`src/rtl/lut_cfg_loader_if.sv`:
```
// Nibble-serial configuration handshake between a config source and lut_cfg_loader.
// The source drives valid/data and the loader answers with ready.
interface lut_cfg_loader_if;
  logic       cfg_valid;
  logic [3:0] cfg_data;
  logic       cfg_ready;

  modport master (output cfg_valid, output cfg_data, input  cfg_ready);
  modport slave  (input  cfg_valid, input  cfg_data, output cfg_ready);
endinterface

```
`src/rtl/lut_cfg_loader.sv`:
```
// Assembles 16-bit LUT truth tables from a checksummed nibble stream.
// Each word is committed into its slot of lut_init only after its XOR checksum matches.
module lut_cfg_loader #(
  parameter int NUM_LUTS = 4
) (
  input  logic                     clk,
  input  logic                     rst_n,
  input  logic                     start,
  lut_cfg_loader_if.slave          cfg,
  output logic [16*NUM_LUTS-1:0]   lut_init,
  output logic                     busy,
  output logic                     done,
  output logic                     err
);
  localparam int IDX_W = (NUM_LUTS > 1) ? $clog2(NUM_LUTS) : 1;
  localparam logic [IDX_W-1:0] LAST_IDX = IDX_W'(NUM_LUTS - 1);

  typedef enum logic [2:0] {IDLE, LOAD, CHECK, COMMIT, DONE, ERR} state_t;

  state_t           state_reg;
  logic [15:0]      shadow_reg;
  logic [1:0]       beat_cnt_reg;
  logic [IDX_W-1:0] idx_reg;
  logic             ready_reg;
  logic             busy_reg;
  logic             done_reg;
  logic             err_reg;
  logic [15:0]      slot_reg [NUM_LUTS];

  logic             xfer;
  logic [3:0]       checksum;

  assign xfer     = cfg.cfg_valid && ready_reg;
  assign checksum = shadow_reg[3:0] ^ shadow_reg[7:4] ^ shadow_reg[11:8] ^ shadow_reg[15:12];

  always_ff @(posedge clk or negedge rst_n) begin
    if (!rst_n) begin
      state_reg    <= IDLE;
      shadow_reg   <= '0;
      beat_cnt_reg <= '0;
      idx_reg      <= '0;
      ready_reg    <= 1'b0;
      busy_reg     <= 1'b0;
      done_reg     <= 1'b0;
      err_reg      <= 1'b0;
    end else begin
      done_reg <= 1'b0;
      case (state_reg)
        IDLE, ERR: begin
          if (start) begin
            state_reg    <= LOAD;
            idx_reg      <= '0;
            beat_cnt_reg <= '0;
            err_reg      <= 1'b0;
            ready_reg    <= 1'b1;
            busy_reg     <= 1'b1;
          end
        end
        LOAD: begin
          if (xfer) begin
            shadow_reg[{beat_cnt_reg, 2'b00} +: 4] <= cfg.cfg_data;
            beat_cnt_reg <= beat_cnt_reg + 2'd1;
            if (beat_cnt_reg == 2'd3) state_reg <= CHECK;
          end
        end
        CHECK: begin
          if (xfer) begin
            ready_reg <= 1'b0;
            if (cfg.cfg_data == checksum) begin
              state_reg <= COMMIT;
            end else begin
              state_reg <= ERR;
              err_reg   <= 1'b1;
              busy_reg  <= 1'b0;
            end
          end
        end
        COMMIT: begin
          // Slot write happens in the per-slot registers below on this same edge.
          if (idx_reg == LAST_IDX) begin
            state_reg <= DONE;
            done_reg  <= 1'b1;
          end else begin
            idx_reg      <= idx_reg + 1'b1;
            beat_cnt_reg <= '0;
            state_reg    <= LOAD;
            ready_reg    <= 1'b1;
          end
        end
        DONE: begin
          state_reg <= IDLE;
          busy_reg  <= 1'b0;
        end
        default: begin
          state_reg <= IDLE;
          ready_reg <= 1'b0;
          busy_reg  <= 1'b0;
        end
      endcase
    end
  end

  generate
    for (genvar gi = 0; gi < NUM_LUTS; gi++) begin : g_slot
      always_ff @(posedge clk or negedge rst_n) begin
        if (!rst_n) begin
          slot_reg[gi] <= '0;
        end else if (state_reg == COMMIT && idx_reg == IDX_W'(gi)) begin
          slot_reg[gi] <= shadow_reg;
        end
      end
      assign lut_init[16*gi +: 16] = slot_reg[gi];
    end
  endgenerate

  assign cfg.cfg_ready = ready_reg;
  assign busy          = busy_reg;
  assign done          = done_reg;
  assign err           = err_reg;
endmodule

```
`src/flat_wrapper.sv`:
```
// flat-port wrapper written by rule: the top's interface ports become plain ports
module lut_cfg_loader_flat 
#(
  parameter int NUM_LUTS = 4
)
  (clk, rst_n, start, lut_init, busy, done, err, cfg_cfg_valid, cfg_cfg_data, cfg_cfg_ready);
  lut_cfg_loader_if cfg_i ();
  input  logic clk;
  input  logic rst_n;
  input  logic start;
  output logic [16*NUM_LUTS-1:0] lut_init;
  output logic busy;
  output logic done;
  output logic err;
  input wire logic [$bits(cfg_i.cfg_valid)-1:0] cfg_cfg_valid;
  input wire logic [$bits(cfg_i.cfg_data)-1:0] cfg_cfg_data;
  output wire logic [$bits(cfg_i.cfg_ready)-1:0] cfg_cfg_ready;
  assign cfg_i.cfg_valid = cfg_cfg_valid;
  assign cfg_i.cfg_data = cfg_cfg_data;
  assign cfg_cfg_ready = cfg_i.cfg_ready;
  lut_cfg_loader #(.NUM_LUTS(NUM_LUTS)) u_core (.clk(clk), .rst_n(rst_n), .start(start), .cfg(cfg_i), .lut_init(lut_init), .busy(busy), .done(done), .err(err));
endmodule
```
`config.mk`:
```
export PLATFORM = sky130hd
export DESIGN_NAME = lut_cfg_loader_flat
export DESIGN_NICKNAME = d
export VERILOG_FILES = /design/src/rtl/lut_cfg_loader_if.sv /design/src/rtl/lut_cfg_loader.sv /design/src/flat_wrapper.sv
export SDC_FILE = /design/constraint.sdc
export NUM_CORES = 1
export LEC_CHECK = 0
export ABC_AREA = 1
export CAP_MARGIN = 20
export CORE_UTILIZATION = 55
export CTS_CLUSTER_DIAMETER = 150
export CTS_CLUSTER_SIZE = 30
export DETAILED_ROUTE_END_ITERATION = 10
export GPL_TIMING_DRIVEN = 0
export PLACE_DENSITY = 0.8
export SLEW_MARGIN = 20
export SYNTH_ARGS = -nofsm -noshare
export SYNTH_HDL_FRONTEND = slang
export SYNTH_SLANG_ARGS = --single-unit
```
`constraint.sdc`:
```
create_clock -name clk -period 5.6 [get_ports clk]
set_input_delay 0.56 -clock clk [delete_from_list [all_inputs] [get_ports clk]]
set_output_delay 0.56 -clock clk [all_outputs]
set_load 0.02 [all_outputs]
```
* Word level (Yosys, flattened, before mapping)
Index checks and enable logic that the tools add are counted.
Storage, ports and cells: flip-flop bits (word level) 91, bits of input ports 8, output and inout bits 68, word-level logic and storage cells 85
Cells by class: add/subtract/negate cells 3, eq/ne operators 16, shift operators 2, mux-type cells 27, bitwise operators 5, reductions and logical operators 20
Operator list (number):
- $reduce_and 4->1 | 5
- $mux 3 | 6
- $bwmux 16 | 1
- $shift 4x6->16 const A | 1
- $shiftx 4x6->16 | 1
- $pmux 3 s4 | 1
- $xor 4x4->4 | 3
- $mux 1 | 10
- $mux 2 | 4
- $eq 2x2->1 const B | 3
- $eq 3x2->1 const B | 2
- $eq 3x3->1 const B | 2
- $ne 2x1->1 const B | 3
- $ne 2x2->1 const B | 3
- $neg 4->6 | 1
- $pmux 2 s3 | 1
- $reduce_or 2->1 | 3
- $logic_and 1x1->1 | 5
- $add 2x1->2 const B | 2
- $eq 4x4->1 | 1
- $pmux 1 s4 | 1
- $pmux 2 s2 | 1
- $reduce_bool 2->1 | 2
- $eq 3x1->1 const B | 1
- other kinds (9) | 10

* Logic depth before layout (Yosys ltp)
depth after elaboration 7, depth in mapped cells 14, depth with buffers taken out 14

* Worst setup path after synthesis
OpenSTA, ideal clock, no wires.
kind register to register, start reg u_core.beat_cnt_reg[0], end reg u_core.shadow_reg[0], library setup time 0.083 ns, arrival 1.674 ns, data required time 5.517 ns, setup slack 3.844 ns, stages on the path, launching flop included 9, buffers on the path 1, clock period less this slack 1.756 ns, cells stage by stage dfrtp_1 clkbuf_1 inv_1 ha_1 inv_1 nand2_1 nor2_1 nand3_1 o21ai_0
On the way: longest elaborated chain between the ends 3, elaborated cells on any way between the ends 4, classes of those cells add/sub: 1; shift: 2; mux: 1
RTL lines:
- from (decl) | line lut_cfg_loader.sv:22 | logic [1:0] beat_cnt_reg;
- from (signal assigned) | line lut_cfg_loader.sv:62 | beat_cnt_reg <= beat_cnt_reg + 2'd1;
- $neg 4->6 * | line lut_cfg_loader.sv:61 | shadow_reg[{beat_cnt_reg, 2'b00} +: 4] <= cfg.cfg_data;
- $shiftx 4x6->16 or $shift 4x6->16 (tied branches) | line lut_cfg_loader.sv:61
- $bwmux 16 * | line lut_cfg_loader.sv:61
- to (signal, indexed assignment) | line lut_cfg_loader.sv:61
- to (decl) | line lut_cfg_loader.sv:21 | logic [15:0] shadow_reg;
Mark *: on every way between the ends. The rest lies on a longest branch, timed or not. A chain may end at the register's enable or synchronous reset.

* Worst setup path in the final report
start reg u_core.beat_cnt_reg[0], end reg u_core.shadow_reg[2]
The elaborated chain is that of the path after synthesis.

==> results.cfg <==
[detailed_routing]
vias = 3277
detail-route-antenna-nets = 0
routed_wire_length_per_instance_um = 15.43
drtIter0Drc = 169
route.detailed.drc = 0
drt_pass1_iterations = 4
routed_via_density = 5.311
finalWirelength_um = 9519

[yosys]
ys_top_cells_by_area = sky130_fd_sc_hd__dfrtp_1, sky130_fd_sc_hd__nand2_1, sky130_fd_sc_hd__o21ai_0
syn_area_um2 = 3850
synth_top_cell_by_area = sky130_fd_sc_hd__dfrtp_1
netlist-cell-type-count = 18
synth.yosys.seq_area_share_pct = 59.15
yosys.area.top_type_share_pct = 59.15
netlist_instances = 431
syn_nets = 448
synth-warning-count = 0
synth.avg_cell_area_um2 = 8.933
yosys_register_bits = 91

[global_route]
grt_start_max_net_pins = 60
antenna_found_initial = 0
number_of_global_route_vias_before_repair = 3100
grt.total_usage_pct = 28.20
grt_pass1_wl_um = 15440
globalRoute.totalOverflow = 0

[final_layout]
multi_input_comb_area_um2 = 1341
layout.area.seq_um2 = 2277
flow.area_growth_from_synthesis_pct = 29.41
fillerInstances = 511
finalNetCount = 535
drive_above_1_share_pct = 5.566
final_cell_count_no_fill = 617
num_antenna_cells = 0
largest_reg_flops = 64

[die]
rows = 30
ios = 76
die_height_um = 85.67
floorplan.die_area_um2 = 7338
area_of_the_core_region_um2 = 6794
die_w_um = 85.67
initial_core_util_pct = 56.67

[place]
dp_cells = 603
gp_routability_congestion = 0.8801
io_buffer_count = 75
place_worst_setup_slack_ns = 3.300
place_hpwl_um = 6865

[critical_path]
criticalPathCategory = reg2reg
timing.critical_path.arrival_ns = 2.68
critPathLaunchType = register
worstSetupPathDepth = 8
worst_path_max_delay_cell = sky130_fd_sc_hd__ha_1
critical_path.endpoint_type = register
crit_path_required_time_ns = 5.87
cp_common_cell = sky130_fd_sc_hd__inv_1
slowest_delay_ns = 0.44
rr_worst_depth = 8
buffer_and_inverter_count_on_the_worst_path = 3
worstPathCellList = clkbuf_1 -> inv_1 -> ha_1 -> inv_1 -> nand2_1 -> nor2_1 -> nand3_1 -> o21ai_0
worst_path_dominant_cell_family = buffers and inverters
crit_path_max_fanout = 10

[clocking]
htreeDepth = 3
clock_tree_from_tritoncts = built
cts.clk_slew.worst_paths_ns = 0.08
cts_made_buffers = 9
cts_num_sinks = 91
post_cts_setup_buffer_count = 0
clock_tree.root_cell = sky130_fd_sc_hd__clkbuf_8
post_cts_resize_count = 0
cts-root-to-sink-buffers = 2
worstSkewPairLatency_ns = 0.36
postCtsHoldBufs = 0

[sta]
setup_failing_eps_final = 0
setup_tns_after_final_layout_ns = 0
final.hold.worst_slack_ns = 0.1399
worstMarginPinSlew_ns = 0.6175
fin_skew_ns = 0.009455
rsz0062_at_grt = no
timing_hold_violations_final = 0
min_period_over_period_pct = 42.96
period_minus_slack_ns = 2.405
timing.max_slew.rel_slack_pct = 58.68
postLayoutSetupSlackWorst_ns = 3.195
drv_slew = 0
highest_attainable_clock_frequency_ghz = 0.4157

[status]
status = completed

[power]
design_power_total_w = 0.002807
power.leakage_nw = 2.386
power.density_cell_area_nw_per_um2 = 563.5
worst_vdd_rail_ir_drop_v = 0.0002551

[job]
maxCapViolations = 0

[worst_hold_path]
hold_class = in2async
-- metrics by stage --
step / utilization, % / area, µm²
after detailed placement: 69.85 / 4746
after CTS: 73.33 / 4982
after global routing: 73.33 / 4982
final: 73.33 / 4982
after floorplan: - / 3850
after global placement: 69.48 / 4721
-- cells by family (layout without fill, tap and decap cells) --
group | count (synthesis) | in the layout | share of synthesized area, %
flops | 91 | 91 | 59.15
compound gates | 91 | 91 | 11.83
buf+inv | 59 | 149 | 6.012
xor+xnor | 4 | 4 | 0.9101
fa+ha+maj | 9 | 9 | 2.925
simple gates | 177 | 177 | 19.17
-- path summary, 6_finish.rpt --
| check | startpoint | endpoint | slack, ns |
|---|---|---|---|
| max reg2reg | u_core.beat_cnt_reg[0]$_DFFE_PN0P_ | u_core.shadow_reg[2]$_DFFE_PN0P_ | 3.19 |
| max | u_core.beat_cnt_reg[0]$_DFFE_PN0P_ | u_core.shadow_reg[2]$_DFFE_PN0P_ | 3.19 |
| max in group asynchronous | rst_n | u_core.shadow_reg[4]$_DFFE_PN0P_ | 4.84 |
| min in group clk | u_core.busy$_DFFE_PN0P_ | u_core.busy$_DFFE_PN0P_ | 0.48 |
| min | rst_n | u_core.lut_init[21]$_DFFE_PN0P_ | 0.14 |
| min reg2reg | u_core.busy$_DFFE_PN0P_ | u_core.busy$_DFFE_PN0P_ | 0.48 |
-- Yosys cell counts --
library cell and instances:
sky130_fd_sc_hd__nand2_1 120, sky130_fd_sc_hd__dfrtp_1 91, sky130_fd_sc_hd__o21ai_0 89, sky130_fd_sc_hd__inv_1 45, sky130_fd_sc_hd__nand3_1 22, sky130_fd_sc_hd__nor2_1 21, sky130_fd_sc_hd__ha_1 9, sky130_fd_sc_hd__buf_2 8
sky130_fd_sc_hd__nand4_1 8, sky130_fd_sc_hd__clkbuf_1 5, sky130_fd_sc_hd__xnor2_1 3, sky130_fd_sc_hd__a21oi_1 2, sky130_fd_sc_hd__nand2_2 2, sky130_fd_sc_hd__nor3_1 2, sky130_fd_sc_hd__inv_2 1, sky130_fd_sc_hd__nor3_2 1
sky130_fd_sc_hd__nor3_4 1, sky130_fd_sc_hd__xor2_1 1
-- placed cells by master, fill, tap and decap left out, types with 2 or more instances in the layout --
cell type                         synthesis  layout
sky130_fd_sc_hd__a21oi_1                  2       2
sky130_fd_sc_hd__nand2_1                120     120
sky130_fd_sc_hd__ha_1                     9       9
sky130_fd_sc_hd__xnor2_1                  3       3
sky130_fd_sc_hd__o21ai_0                 89      89
sky130_fd_sc_hd__nor2_1                  21      21
sky130_fd_sc_hd__nand2_2                  2       2
sky130_fd_sc_hd__dfrtp_1                 91      91
sky130_fd_sc_hd__clkdlybuf4s50_1          0      74
sky130_fd_sc_hd__clkbuf_1                 5       5
sky130_fd_sc_hd__clkbuf_8                 0      10
sky130_fd_sc_hd__bufinv_16                0       3
sky130_fd_sc_hd__inv_1                   45      45
sky130_fd_sc_hd__nand4_1                  8       8
sky130_fd_sc_hd__nand3_1                 22      22
sky130_fd_sc_hd__nor3_1                   2       2
sky130_fd_sc_hd__buf_2                    8       8
-- routing by layer --
metal  up-vias  wire [µm]  GRT usage (%)
met2       143       4425          43.64
li1       1561          -              -
met5         -          0              0
met4         0        414          16.82
met1      1544       3992          38.20
met3        29        686          4.139
-- power breakdown --
part | internal (W) | switching (W)
Combinational | 0.000483 | 0.000775
Clock | 0.000305 | 0.000224
Sequential | 0.000880 | 0.000140
Total | 0.00167 | 0.00114
-- cell type report --
type,count,area share [%]
buffer,13,1.180
clock inverter,4,1.984
clock buffer,10,2.762
timing repair buffer,76,15.57
inverter,46,3.466
tap,96,2.411
multi-input combinational,281,26.92
sequential,91,45.71
Note: power is estimated with default switching activity, not from simulation.
